[src/rtl/port_egress_sink_if.sv]
// Bundle between the switch egress port, the packet consumer and
// the statistics readout of port_egress_sink.
interface port_egress_sink_if #(
    parameter int DEPTH = 8,
    parameter int CNT_W = 16
);
    localparam int LW = $clog2(DEPTH) + 1;

    logic             sw_valid;
    logic [3:0]       sw_source;
    logic [3:0]       sw_target;
    logic [7:0]       sw_data;
    logic             pkt_valid;
    logic             pkt_ready;
    logic [3:0]       pkt_source;
    logic [7:0]       pkt_data;
    logic [LW-1:0]    fifo_level;
    logic [CNT_W-1:0] rx_count;
    logic [CNT_W-1:0] drop_count;
    logic [CNT_W-1:0] misroute_count;
    logic             overflow;
    logic             clear_stats;

    modport master (
        output sw_valid, sw_source, sw_target, sw_data,
        output pkt_ready, clear_stats,
        input  pkt_valid, pkt_source, pkt_data, fifo_level,
        input  rx_count, drop_count, misroute_count, overflow
    );

    modport slave (
        input  sw_valid, sw_source, sw_target, sw_data,
        input  pkt_ready, clear_stats,
        output pkt_valid, pkt_source, pkt_data, fifo_level,
        output rx_count, drop_count, misroute_count, overflow
    );
endinterface

[src/rtl/port_egress_sink.sv]
// Egress sink: FWFT packet FIFO plus saturating rx/drop/misroute stats.
// Define MISROUTE_CHECK_EN to reject packets not targeting PORT_ID.
module port_egress_sink #(
    parameter int PORT_ID = 1,
    parameter int DEPTH   = 8,
    parameter int CNT_W   = 16
) (
    input logic                clk,
    input logic                rst_n,
    port_egress_sink_if.slave  bus
);
    localparam int AW = $clog2(DEPTH);
    localparam int LW = AW + 1;

    typedef logic [CNT_W-1:0] cnt_t;

    logic [3:0]    src_mem [DEPTH];
    logic [7:0]    dat_mem [DEPTH];

    logic [AW-1:0] wr_ptr_q, wr_ptr_d;
    logic [AW-1:0] rd_ptr_q, rd_ptr_d;
    logic [LW-1:0] level_q, level_d;
    cnt_t          rx_q, rx_d;
    cnt_t          drop_q, drop_d;
    logic          ovf_q, ovf_d;

    logic          misroute;
    logic          head_valid;
    logic          full;
    logic          pop;
    logic          drop;
    logic          push;

    function automatic cnt_t sat_inc(cnt_t v);
        return (&v) ? v : v + cnt_t'(1);
    endfunction

`ifdef MISROUTE_CHECK_EN
    cnt_t mis_q, mis_d;

    assign misroute = bus.sw_valid & ~bus.sw_target[PORT_ID];

    // Misroute counter next state; a clear suppresses the same-cycle event.
    always_comb begin
        mis_d = mis_q;
        if (bus.clear_stats) begin
            mis_d = '0;
        end else if (misroute) begin
            mis_d = sat_inc(mis_q);
        end
    end

    // Misroute counter register.
    always_ff @(posedge clk or negedge rst_n) begin
        if (!rst_n) begin
            mis_q <= '0;
        end else begin
            mis_q <= mis_d;
        end
    end

    assign bus.misroute_count = mis_q;
`else
    logic unused_target;

    assign unused_target      = ^bus.sw_target;
    assign misroute           = 1'b0;
    assign bus.misroute_count = '0;
`endif

    assign head_valid = (level_q != '0);
    assign full       = (level_q == LW'(DEPTH));
    assign pop        = head_valid & bus.pkt_ready;
    assign drop       = bus.sw_valid & ~misroute & full & ~pop;
    assign push       = bus.sw_valid & ~misroute & ~drop;

    // Pointer and occupancy next state; pointers wrap modulo DEPTH.
    always_comb begin
        wr_ptr_d = wr_ptr_q;
        rd_ptr_d = rd_ptr_q;
        level_d  = level_q;
        if (push) begin
            wr_ptr_d = wr_ptr_q + AW'(1);
        end
        if (pop) begin
            rd_ptr_d = rd_ptr_q + AW'(1);
        end
        unique case ({push, pop})
            2'b10:   level_d = level_q + LW'(1);
            2'b01:   level_d = level_q - LW'(1);
            default: level_d = level_q;
        endcase
    end

    // Receive/drop statistics; a clear wins over a same-cycle event.
    always_comb begin
        rx_d   = rx_q;
        drop_d = drop_q;
        ovf_d  = ovf_q;
        if (bus.clear_stats) begin
            rx_d   = '0;
            drop_d = '0;
            ovf_d  = 1'b0;
        end else begin
            if (push) begin
                rx_d = sat_inc(rx_q);
            end
            if (drop) begin
                drop_d = sat_inc(drop_q);
                ovf_d  = 1'b1;
            end
        end
    end

    // Control state; reset empties the FIFO without waiting for a clock.
    always_ff @(posedge clk or negedge rst_n) begin
        if (!rst_n) begin
            wr_ptr_q <= '0;
            rd_ptr_q <= '0;
            level_q  <= '0;
            rx_q     <= '0;
            drop_q   <= '0;
            ovf_q    <= 1'b0;
        end else begin
            wr_ptr_q <= wr_ptr_d;
            rd_ptr_q <= rd_ptr_d;
            level_q  <= level_d;
            rx_q     <= rx_d;
            drop_q   <= drop_d;
            ovf_q    <= ovf_d;
        end
    end

    // Payload storage; contents are only meaningful below the level.
    always_ff @(posedge clk) begin
        if (push) begin
            src_mem[wr_ptr_q] <= bus.sw_source;
            dat_mem[wr_ptr_q] <= bus.sw_data;
        end
    end

    assign bus.pkt_valid  = head_valid;
    assign bus.pkt_source = head_valid ? src_mem[rd_ptr_q] : 4'd0;
    assign bus.pkt_data   = head_valid ? dat_mem[rd_ptr_q] : 8'd0;
    assign bus.fifo_level = level_q;
    assign bus.rx_count   = rx_q;
    assign bus.drop_count = drop_q;
    assign bus.overflow   = ovf_q;
endmodule

[src/flat_wrapper.sv]
// flat-port wrapper written by rule: the top's interface ports become plain ports
module port_egress_sink_flat 
#(
    parameter int PORT_ID = 1,
    parameter int DEPTH   = 8,
    parameter int CNT_W   = 16
)
  (clk, rst_n, bus_sw_valid, bus_sw_source, bus_sw_target, bus_sw_data, bus_pkt_ready, bus_clear_stats, bus_pkt_valid, bus_pkt_source, bus_pkt_data, bus_fifo_level, bus_rx_count, bus_drop_count, bus_misroute_count, bus_overflow);
  port_egress_sink_if #(.DEPTH(DEPTH), .CNT_W(CNT_W)) bus_i ();
  input logic clk;
  input logic rst_n;
  input wire logic [$bits(bus_i.sw_valid)-1:0] bus_sw_valid;
  input wire logic [$bits(bus_i.sw_source)-1:0] bus_sw_source;
  input wire logic [$bits(bus_i.sw_target)-1:0] bus_sw_target;
  input wire logic [$bits(bus_i.sw_data)-1:0] bus_sw_data;
  input wire logic [$bits(bus_i.pkt_ready)-1:0] bus_pkt_ready;
  input wire logic [$bits(bus_i.clear_stats)-1:0] bus_clear_stats;
  output wire logic [$bits(bus_i.pkt_valid)-1:0] bus_pkt_valid;
  output wire logic [$bits(bus_i.pkt_source)-1:0] bus_pkt_source;
  output wire logic [$bits(bus_i.pkt_data)-1:0] bus_pkt_data;
  output wire logic [$bits(bus_i.fifo_level)-1:0] bus_fifo_level;
  output wire logic [$bits(bus_i.rx_count)-1:0] bus_rx_count;
  output wire logic [$bits(bus_i.drop_count)-1:0] bus_drop_count;
  output wire logic [$bits(bus_i.misroute_count)-1:0] bus_misroute_count;
  output wire logic [$bits(bus_i.overflow)-1:0] bus_overflow;
  assign bus_i.sw_valid = bus_sw_valid;
  assign bus_i.sw_source = bus_sw_source;
  assign bus_i.sw_target = bus_sw_target;
  assign bus_i.sw_data = bus_sw_data;
  assign bus_i.pkt_ready = bus_pkt_ready;
  assign bus_i.clear_stats = bus_clear_stats;
  assign bus_pkt_valid = bus_i.pkt_valid;
  assign bus_pkt_source = bus_i.pkt_source;
  assign bus_pkt_data = bus_i.pkt_data;
  assign bus_fifo_level = bus_i.fifo_level;
  assign bus_rx_count = bus_i.rx_count;
  assign bus_drop_count = bus_i.drop_count;
  assign bus_misroute_count = bus_i.misroute_count;
  assign bus_overflow = bus_i.overflow;
  port_egress_sink #(.PORT_ID(PORT_ID), .DEPTH(DEPTH), .CNT_W(CNT_W)) u_core (.clk(clk), .rst_n(rst_n), .bus(bus_i));
endmodule
[config.mk]
export PLATFORM = sky130hd
export DESIGN_NAME = port_egress_sink_flat
export DESIGN_NICKNAME = d
export VERILOG_FILES = /design/src/rtl/port_egress_sink_if.sv /design/src/rtl/port_egress_sink.sv /design/src/flat_wrapper.sv
export SDC_FILE = /design/constraint.sdc
export NUM_CORES = 1
export LEC_CHECK = 0
export ABC_AREA = 1
export CAP_MARGIN = 10
export CORE_MARGIN = 2
export CORE_UTILIZATION = 55
export CTS_CLUSTER_SIZE = 40
export DETAILED_ROUTE_END_ITERATION = 8
export PLACE_DENSITY = 0.77
export SLEW_MARGIN = 5
export SYNTH_ARGS = -nofsm -noshare
export SYNTH_HDL_FRONTEND = slang
export SYNTH_SLANG_ARGS = --single-unit
export TNS_END_PERCENT = 10
[constraint.sdc]
create_clock -name clk -period 2.7 [get_ports clk]
set_clock_uncertainty 0.05 [all_clocks]
set_input_delay 0.54 -clock clk [delete_from_list [all_inputs] [get_ports clk]]
set_output_delay 0.54 -clock clk [all_outputs]
set_load 0.03 [all_outputs]
==> results.cfg, run 1 <==
[sta]
grt_setup_unrepaired = false
setup_ws_ns = 0.216
fin_tns_setup_ns = 0
fmax_ghz = 0.403
slew_headroom = 0.350
tightest_slew_ns = 0.974
fin_crit_ns = 2.48
finalSetupViolations = 0
finalCritPeriodShare = 0.920
maxSlewViolCount = 0
hold_viol = 0

[clock_network]
clk_latency_ns = 0.42
cts_tree = built
ctsLongestPathBuffers = 2
clkTransAtPathRegs_ns = 0.06
cts_sinks = 139
root_buffer = clkbuf_16
cts_max_level = 4
numCtsBuffers = 17

[setup_path]
end_kind = output pin
cpMostUsedCell = nor2_1
worstReg2RegStart = u_core.bus.fifo_level[3]
path_max_fanout = 8
path_delay_family = buffers and inverters
cp.depth = 7
cp-start-kind = flop
worstSetupStartpoint = u_core.rd_ptr_q[1]
arrival_ns = 1.89
reg2reg_to = u_core.bus.fifo_level[3]
r2r_slack_ns = 0.27
cpPeakStageDelay_ns = 0.40
rr_worst_depth = 13
cp.required_ns = 2.11
crit_buf_inv = 3
worstPathCellList = inv_1 -> buf_4 -> o21ai_0 -> o22ai_1 -> nor2_1 -> nor2_1 -> clkbuf_2
worst_path_max_delay_cell = dfrtp_1
worst-setup-path-type = flop to output pin

[route]
top_layer = met4
wl_um = 14700
drt-met1-wl_um = 6330
avgViaCountPerCell = 5.47
dr_wl_met3_um = 799
via_count = 5105
remaining_drc_errors = 0
wl_per_cell_um = 15.8
firstDrtPassIters = 5
ant_nets = 0
met2_length_um = 7370
drtIter0Drc = 345

[die]
fp.dieH_um = 114
fp.dieArea_mm2 = 0.0129
start_util = 0.556
io_pins = 87
dieWidth_um = 114
num_rows = 40
design.core.area_mm2 = 0.0119

[status]
run_status = finished, final reports clean

[pwr]
pwr-share-comb = 0.349
ir_drop_v = 0.000415
p_int_mw = 4.66
clkPwrFrac = 0.290
switching_share = 0.374
seqPwrFrac = 0.361
power_density_mw_per_mm2 = 934
power.leakage_nw = 3.17
power.switching_mw = 2.78

[yosys]
synth.ff_latch_count = 139
syn_avg_cell_area_um2 = 9.60
syn_inst = 687
synth_edf_count = 96
syn-cell-area_mm2 = 0.00660
async_flop_share = 0.309
synth_cell_types = 32
yosysSeqAreaShare = 0.600
synthFlopType = edfxtp_1
ys.warnings.count = 0

[placed_design]
place_area_mm2 = 0.00747
dp_hpwl_um = 9740
dp_cells = 902
port_buffers = 66
dp_worst_setup_slack_ns = 0.190
place.gp.congestion = 0.890

[grt]
grt_overflow = 0
grt_max_degree = 44
grtUsageTotal = 0.245
grt_pass1_vias = 5077
antenna_found_initial = 0
grt_pass1_wl_um = 24500

[finish]
fillers = 898
antenna_cells = 0
final_util = 0.672
design_area_mm2 = 0.00797
drive_gt1_frac = 0.127
stdcell_count = 934
syn_to_final_growth_pct = 20.7
fin_nets = 802

[flow_run]
max_cap_viol_count = 0

[min_path]
hp-class = input pin to async pin
[how the worst max path moves through the flow]
| stage | to | slack (ns) |
|---|---|---|
| after CTS | bus_pkt_data[5] | 0.05 |
| after global placement | bus_pkt_data[5] | 0.24 |
| after detailed placement | u_core.bus.fifo_level[3] | 0.19 |
| after floorplan | bus_pkt_data[1] | 0.32 |
| final | bus_pkt_data[5] | 0.22 |
| after global routing | bus_pkt_data[7] | 0.07 |
[cells in the mapped netlist, types with 9 or more instances]
cell / number / share of area
xor2_1: 13 / 0.017
nand2_2: 9 / 0.0085
o21ai_0: 63 / 0.048
nand2_1: 131 / 0.075
buf_4: 17 / 0.019
o22ai_1: 12 / 0.011
clkbuf_1: 16 / 0.0091
edfxtp_1: 96 / 0.44
nor2_1: 136 / 0.077
o211ai_1: 12 / 0.014
inv_1: 37 / 0.021
nand3_1: 37 / 0.028
dfrtp_1: 43 / 0.16
[registers in the layout (all words and copies together), names as in the netlist]
signal	flops
u_core.rd_ptr_q	3
u_core.src_mem	32
u_core.bus.rx_count	16
u_core.bus.fifo_level	4
u_core.wr_ptr_q	3
u_core.dat_mem	64
u_core.bus.overflow	1
u_core.bus.drop_count	16
[cell usage in the layout (no fill, tap or decap), drive strengths merged, types with 2 or more instances in the layout]
cell type      netlist  final
nand2              141    141
nor2               140    140
edfxtp              96     96
o21ai               77     77
clkdlybuf4s50        0     52
dfrtp               43     43
inv                 40     42
nand3               37     37
buf                 27     31
clkbuf              16     30
conb                 1     16
xor2                13     13
o22ai               12     12
o211ai              12     12
clkinv               1     11
nand4                8      8
ha                   6      6
or2                  4      4
xnor2                4      4
a21oi                2      2
nor3                 2      2
nand3b               2      2
o21bai               2      2
[metal layers]
layer / up-vias / global-route usage
met4: 0 / 0.0878
met2: 178 / 0.416
li1: 2452 / -
met1: 2456 / 0.312
met5: - / 0
met3: 19 / 0.0553
[worst reg2reg max path: stages, from the launching register on]
cell and delay [ns]:
dfrtp_1 0.44, nor2_1 0.17, nand2_2 0.28, nand2_4 0.19, inv_1 0.09, nand2_1 0.12, inv_1 0.08, ha_1 0.32
a21oi_1 0.21, nand3_1 0.09, nand2_1 0.10, nand3_1 0.08, nand2_1 0.07, inv_1 0.03
[power by group through the flow]
| stage | Combinational (mW) | Sequential (mW) | Clock, mW |
|---|---|---|---|
| after floorplan | 1.70 | 2.78 | 0 |
| after global placement | 2.69 | 2.71 | 0 |
| after detailed placement | 2.77 | 2.72 | 0 |
| after CTS | 2.65 | 2.68 | 2.19 |
| after global routing | 2.87 | 2.71 | 2.29 |
| final | 2.60 | 2.68 | 2.15 |
[timing repair]
action | 4_1_cts | 5_1_grt
buffers inserted | 0 | 0
resized for setup | 12 | 25
hold buffers | 0 | 0
hold endpoints to repair | 0 | 0
setup endpoints to repair | 12 | 13
[cell type report]
type | count | area [um^2] | area share
inverters | 41 | 154 | 0.0193
well taps | 147 | 184 | 0.0231
multi-input cells | 479 | 2280 | 0.286
clock buffers | 18 | 429 | 0.0539
flip-flops and latches | 139 | 3960 | 0.497
clock inverters | 14 | 123 | 0.0154
repair buffers | 96 | 836 | 0.105
[cell families after synthesis]
group	Yosys count	share of synthesized area
fa+ha+maj	7	0.0144
compound gates	105	0.0906
simple gates	334	0.209
flops	139	0.600
xor+xnor	17	0.0226
buf+inv	84	0.0626
other cells	1	0.000568
[stage by stage]
stage	hold WS [ns]	total power [mW]
after global routing	0.311	7.87
after floorplan	0.194	4.47
after CTS	0.260	7.52
final	0.234	7.44
after global placement	0.428	5.40
after detailed placement	0.463	5.50
No activity file was read; power rests on OpenSTA's default activity.
==> inputs of run 2 (changes only) <==
--- a/config.mk
+++ b/config.mk
@@ -11,6 +11,7 @@
 export CORE_UTILIZATION = 55
 export CTS_CLUSTER_SIZE = 40
 export DETAILED_ROUTE_END_ITERATION = 8
+export HOLD_SLACK_MARGIN = 0.05
 export PLACE_DENSITY = 0.77
 export SLEW_MARGIN = 5
 export SYNTH_ARGS = -nofsm -noshare
==> results of run 2 <==
The final DEF is identical to that of run 1; final timing and power are the same.
==> inputs of run 3 (changes only) <==
--- a/config.mk
+++ b/config.mk
@@ -13,6 +13,8 @@
 export DETAILED_ROUTE_END_ITERATION = 8
 export HOLD_SLACK_MARGIN = 0.05
 export PLACE_DENSITY = 0.77
+export SETUP_SLACK_MARGIN = 0.4
+export SKIP_LAST_GASP = 1
 export SLEW_MARGIN = 5
 export SYNTH_ARGS = -nofsm -noshare
 export SYNTH_HDL_FRONTEND = slang
==> run 3 against run 2 <==
Effect of this change:
- final area is 2.9% higher
- register-to-register slack better by 0.23 ns
- hold slack better by 0.25 ns
- via count is 2.0% higher
- count of clock-buffer cells in the layout stayed put
- utilization is 2.0 points higher
- non-clock buffer count is 4 higher
- highest routed layer unchanged
==> results.cfg, run 3 (synthesized netlist as in run 1, its figures left out) <==
[status]
run_status = finished, final reports clean

[route]
drtIter0Drc = 464
ant_nets = 0
via_count = 5209
avgViaCountPerCell = 5.57
wl_per_cell_um = 16.7
wl_um = 15600
remaining_drc_errors = 0
firstDrtPassIters = 5

[finish]
largest_reg_flops = 64
final_cell_mix = nor2_1, nand2_1, edfxtp_1, o21ai_0, clkdlybuf4s50_1
antenna_cells = 0
fin_nets = 806
multi_input_area_mm2 = 0.00234
largest-register = u_core.dat_mem
regArea_mm2 = 0.00396
syn_to_final_growth_pct = 24.3
fillers = 853
reg_top3 = u_core.dat_mem x64, u_core.src_mem x32
layout_commonest_cell = nor2_1
drive_gt1_frac = 0.144

[placed_design]
dp_hpwl_um = 9500
place.gp.congestion = 0.896
port_buffers = 66

[clock_network]
clk_latency_ns = 0.42
numCtsBuffers = 17
cts_sinks = 139
ctsLongestPathBuffers = 2
root_buffer = clkbuf_16
clkTransAtPathRegs_ns = 0.06
cts_max_level = 4
cts_tree = built

[setup_path]
worst-setup-path-type = flop to output pin
end_kind = output pin
cp-start-kind = flop
r2r_slack_ns = 0.50
path_max_fanout = 8
worstReg2RegStart = u_core.bus.drop_count[0]
cp.required_ns = 2.11
arrival_ns = 1.85
rr_worst_depth = 10
reg2reg_to = u_core.bus.drop_count[3]

[sta]
maxSlewViolCount = 0
slew_headroom = 0.568
tightest_slew_ns = 0.647
hold_viol = 0
finalSetupViolations = 0
finalCritPeriodShare = 0.904
fmax_ghz = 0.410
grt_setup_unrepaired = true
fin_tns_setup_ns = 0
fin_crit_ns = 2.44
hold_ws_ns = 0.486

[grt]
grt_max_degree = 25
grt_pass1_vias = 5176
grt_pass1_wl_um = 25600
grtUsageTotal = 0.259
grt_overflow = 0
antenna_found_initial = 0

[die]
design.core.area_mm2 = 0.0119
fp.dieH_um = 114
dieWidth_um = 114
io_pins = 87
start_util = 0.556
fp.dieArea_mm2 = 0.0129
num_rows = 40

[min_path]
hp-class = input pin to async pin

[pwr]
ir_drop_v = 0.000533
power.leakage_nw = 3.22
power_density_mw_per_mm2 = 982

[flow_run]
max_cap_viol_count = 0
## run 3: cell types whose count changed in the layout (fill, tap and decap cells not counted), moves of 3 or more
| cell | change |
|---|---|
| clkbuf_2 | -12 |
| o21ai_0 | -6 |
| buf_2 | +5 |
| o21ai_1 | +5 |
| buf_6 | +4 |
| dfrtp_1 | -4 |
| dfrtp_2 | +4 |
| nor2_1 | -4 |
| nor2_4 | +3 |
## run 3: layer usage
| metal | share of wire | vias up | global-route usage |
|---|---|---|---|
| met5 | 0 | - | 0 |
| met4 | 0.018 | 0 | 0.102 |
| met3 | 0.068 | 30 | 0.0595 |
| met2 | 0.51 | 235 | 0.444 |
| met1 | 0.40 | 2486 | 0.322 |
| li1 | - | 2458 | - |
## run 3: area by class of cell
type	count	share of cell area
sequential	139	0.483
multi-input combinational	479	0.286
timing repair buffer	100	0.118
clock buffer	18	0.0523
tap	147	0.0224
inverter	41	0.0195
clock inverter	12	0.0185
## run 3: worst max-delay path by stage
stage                                         from                   end  slack (ns)  cells after the start
after floorplan           u_core.bus.fifo_level[3]  u_core.dat_mem[4][0]        0.41                      7
after global placement          u_core.rd_ptr_q[1]       bus_pkt_data[6]        0.17                      6
after detailed placement        u_core.rd_ptr_q[0]       bus_pkt_data[2]        0.11                      7
after CTS                       u_core.rd_ptr_q[0]       bus_pkt_data[6]        0.33                      8
after global routing            u_core.rd_ptr_q[0]       bus_pkt_data[4]        0.19                      9
final                           u_core.rd_ptr_q[0]       bus_pkt_data[6]        0.26                      7
## run 3: per-stage QoR
| step | cells | total power [mW] | setup WS [ns] | utilization | cell area (um^2) |
|---|---|---|---|---|---|
| floorplan | 702 | 4.47 | 0.411 | - | 6660 |
| global placement | 896 | 5.32 | 0.169 | 0.625 | 7410 |
| detailed placement | 896 | 5.43 | 0.106 | 0.625 | 7410 |
| CTS | 935 | 7.93 | 0.327 | 0.686 | 8140 |
| global route | 936 | 8.48 | 0.191 | 0.691 | 8200 |
| finish | 936 | 8.05 | 0.260 | 0.691 | 8200 |
## run 3: where the power goes
group | internal (mW) | switching (mW) | leakage (nW)
registers | 2.57 | 0.181 | 1.44
logic | 1.13 | 1.88 | 1.50
clock network | 1.44 | 0.859 | 0.283
total | 5.14 | 2.92 | 3.22
## run 3: critical path: stages, from the launching register on
cell     delay, ns
dfrtp_2       0.48
buf_6         0.17
buf_16        0.13
o21ai_0       0.08
o22ai_1       0.18
nor2_1        0.07
nor2_2        0.17
buf_6         0.15
## run 3: timing repair
action	in CTS	in global routing
setup buffers	6	1
endpoints found under the setup margin	26	30
hold endpoints to repair	10	0
hold buffers	1	0
gates resized for setup	95	16
cloned	2	0
pin swaps	10	10
==> RTL edit (flow settings as in run 2) <==
Build with the macro `MISROUTE_CHECK_EN` defined.
--- a/src/rtl/port_egress_sink.sv
+++ b/src/rtl/port_egress_sink.sv
@@ -1,4 +1,6 @@
 // Egress sink: FWFT packet FIFO plus saturating rx/drop/misroute stats.
 // Define MISROUTE_CHECK_EN to reject packets not targeting PORT_ID.
+`define MISROUTE_CHECK_EN
+
 module port_egress_sink #(
     parameter int PORT_ID = 1,
Check against the original RTL: not equivalent (a bounded check fails within 4 cycles, from zero or initial values and one cycle with rst_n low).
==> RTL edit against run 2 <==
  * Final cell count rose by 18%
  * First-iteration DRC count grew 36%
  * Wire length increased by 20%
  * Largest power group unchanged
  * Worst setup slack worse by 0.13 ns
  * Clock power increased by 9%
  * Global-route usage increased by 0.60 points
  * Sequential share of layout area fell by 2.8 points
  * Total power increased by 4.3%
  * Critical endpoint is now bus_pkt_data[6]
  * Synthesized area grew 15%
  * Sequential cell count rose by 16
  * Highest routed layer unchanged
  * Worst hold slack worse by 0.15 ns
  * Via count grew 20%
  * Cell area up 17%
==> RTL edit: results (changes against run 2) <==
outcome: "finished, final reports clean"
grt_start_max_net_pins: 34  # -23%
synth_commonest_cells: "194 x sky130_fd_sc_hd__nand2_1, 151 x sky130_fd_sc_hd__nor2_1, 96 x sky130_fd_sc_hd__edfxtp_1"
power.internal_w: 0.00486  # +4.3%
nets: 946  # +18%
ir_drop_mv: 0.454  # +9.3%
synthXorXnorAreaFrac_pct: 3.81  # +1.6 points
reg2reg_slack_ns: 0.29  # +0.02 ns
route.final.wire_length_mm: 17.6  # +20%
post_dp_cell_area_mm2: 0.00874  # +17%
gp_congestion: 0.864  # -2.9%
synth.yosys.warnings: 0  # unchanged
largest_registers: "u_core.dat_mem: 64 flops, u_core.src_mem: 32 flops"
synth_compound_area_share_pct: 7.34  # -1.7 points
hold_class: "input pin to asynchronous set/reset pin"
clock_tree.htree_level_count: 4  # unchanged
wire_length_of_the_first_global_routing_pass_mm: 28.7  # +17%
synth_edf_count: 96  # unchanged
post_cts.repair.setup_buffers: 0  # unchanged
port-buffer-count: 83  # +26%
vias: 6103  # +20%
worstPathArrival_ns: 2.03  # +0.14 ns
grt_pass1_vias: 5806  # +14%
worst_path_max_delay_cell: "sky130_fd_sc_hd__dfrtp_1"
first_pass_iters: 5  # unchanged
n_fill_cell: 1017  # +13%
worstSkewPairLatency_ns: 0.43
gr-usage-all-layers_pct: 25.1  # +0.60 points
hpwl_mm: 11.6  # +19%
max_stage_delay_on_crit_path_ns: 0.42  # +0.02 ns
crit-reg2reg-capture: "u_core.bus.fifo_level[2]$_DFFE_PN0P_"
synth.area.mux_share_pct: 0  # unchanged
count_of_cells_resized_by_post_cts_repair: 13  # +1
synth-adder-area-share_pct: 1.32  # -0.12 points
synth.distinct_cells: 36  # +13%
timing.max_slew.rel_slack_pct: 55.7  # +21 points
clockBufferDepth: 2  # unchanged
power.static_leakage_nw: 3.77  # +19%
synth_sequential_area_ratio_pct: 57.5  # -2.5 points
num_antenna_cells: 0  # unchanged
ys_top_cells_by_area: "sky130_fd_sc_hd__edfxtp_1 38%, sky130_fd_sc_hd__dfrtp_1 19%, sky130_fd_sc_hd__nand2_1 9.6%, sky130_fd_sc_hd__nor2_1 7.5%, sky130_fd_sc_hd__o21ai_0 4.0%"
critical_path_fanouts_max: 12  # +4
drt_iter0_drc: 468  # +36%
cp_top_family: "buffers and inverters"
cts_buffers: 17  # unchanged
final_layout_size_suffix_gt1_share_pct: 11.9  # -0.77 points
synthArstFlopShare_pct: 38.1  # +7.1 points
[RTL edit: cell count changes after synthesis, sizes merged, moves of 3 or more]
cell	delta
buf	-15
xnor2	+5
dfrtp	+16
xor2	+11
inv	+9
nand4	+3
nand2	+63
nor2	+19
nand3	+25
o21ai	-7
[RTL edit: power by group through the flow]
stage               Combinational, W  Sequential [W]  Clock [W]
floorplan                    0.00167         0.00290          0
global placement             0.00264         0.00284          0
detailed placement           0.00273         0.00286          0
CTS                          0.00262         0.00281    0.00237
global route                 0.00283         0.00283    0.00249
finish                       0.00260         0.00282    0.00234
[RTL edit: layout make-up]
| cell class | instances | share of cell area, % |
|---|---|---|
| Sequential cell | 155 | 46.9 |
| Multi-Input combinational cell | 582 | 31.1 |
| Timing Repair Buffer | 110 | 11.2 |
| Clock buffer | 18 | 4.62 |
| Tap cell | 176 | 2.37 |
| Inverter | 51 | 2.13 |
| Clock inverter | 14 | 1.66 |
[RTL edit: how the worst max path moves through the flow]
stage | from | end | slack [ns]
5_1_grt | u_core.rd_ptr_q[0]$_DFFE_PN0P_ | bus_pkt_data[6] | 0.01
6_report | u_core.rd_ptr_q[0]$_DFFE_PN0P_ | bus_pkt_data[6] | 0.08
4_1_cts | u_core.bus.fifo_level[2]$_DFFE_PN0P_ | bus_pkt_valid | 0.008
3_5_place_dp | bus_sw_valid | u_core.bus.fifo_level[2]$_DFFE_PN0P_ | 0.003
2_1_floorplan | u_core.bus.fifo_level[3]$_DFFE_PN0P_ | bus_pkt_data[1] | 0.32
3_3_place_gp | bus_sw_target[1] | u_core.bus.fifo_level[2]$_DFFE_PN0P_ | 0.13
[RTL edit: layer usage]
metal	track usage (%)	vias to the layer above	routed length [um]
li1	-	2927	-
met1	33.1	2933	7400
met2	41.7	219	8890
met3	5.17	24	1070
met4	8.69	0	279
met5	0	-	0
[RTL edit: through the flow]
step | hold slack, ns | std cells | power [W] | setup WS (ns) | util, %
after detailed placement | 0.474 | 1074 | 0.00558 | 0.00293 | 65.5
after CTS | 0.0999 | 1106 | 0.00780 | 0.00795 | 69.8
after global placement | 0.458 | 1074 | 0.00548 | 0.126 | 65.5
after global routing | 0.127 | 1106 | 0.00815 | 0.0114 | 69.6
after floorplan | 0.194 | 815 | 0.00457 | 0.318 | -
final | 0.0887 | 1106 | 0.00776 | 0.0850 | 69.6
[RTL edit: kinds of logic after synthesis]
logic type	count (synthesis)
AO/OA/AOI/OAI	98
XOR/XNOR	33
adder cells (fa/ha/maj)	8
buffers and inverters	78
flip-flops	155
AND/OR/NAND/NOR	443
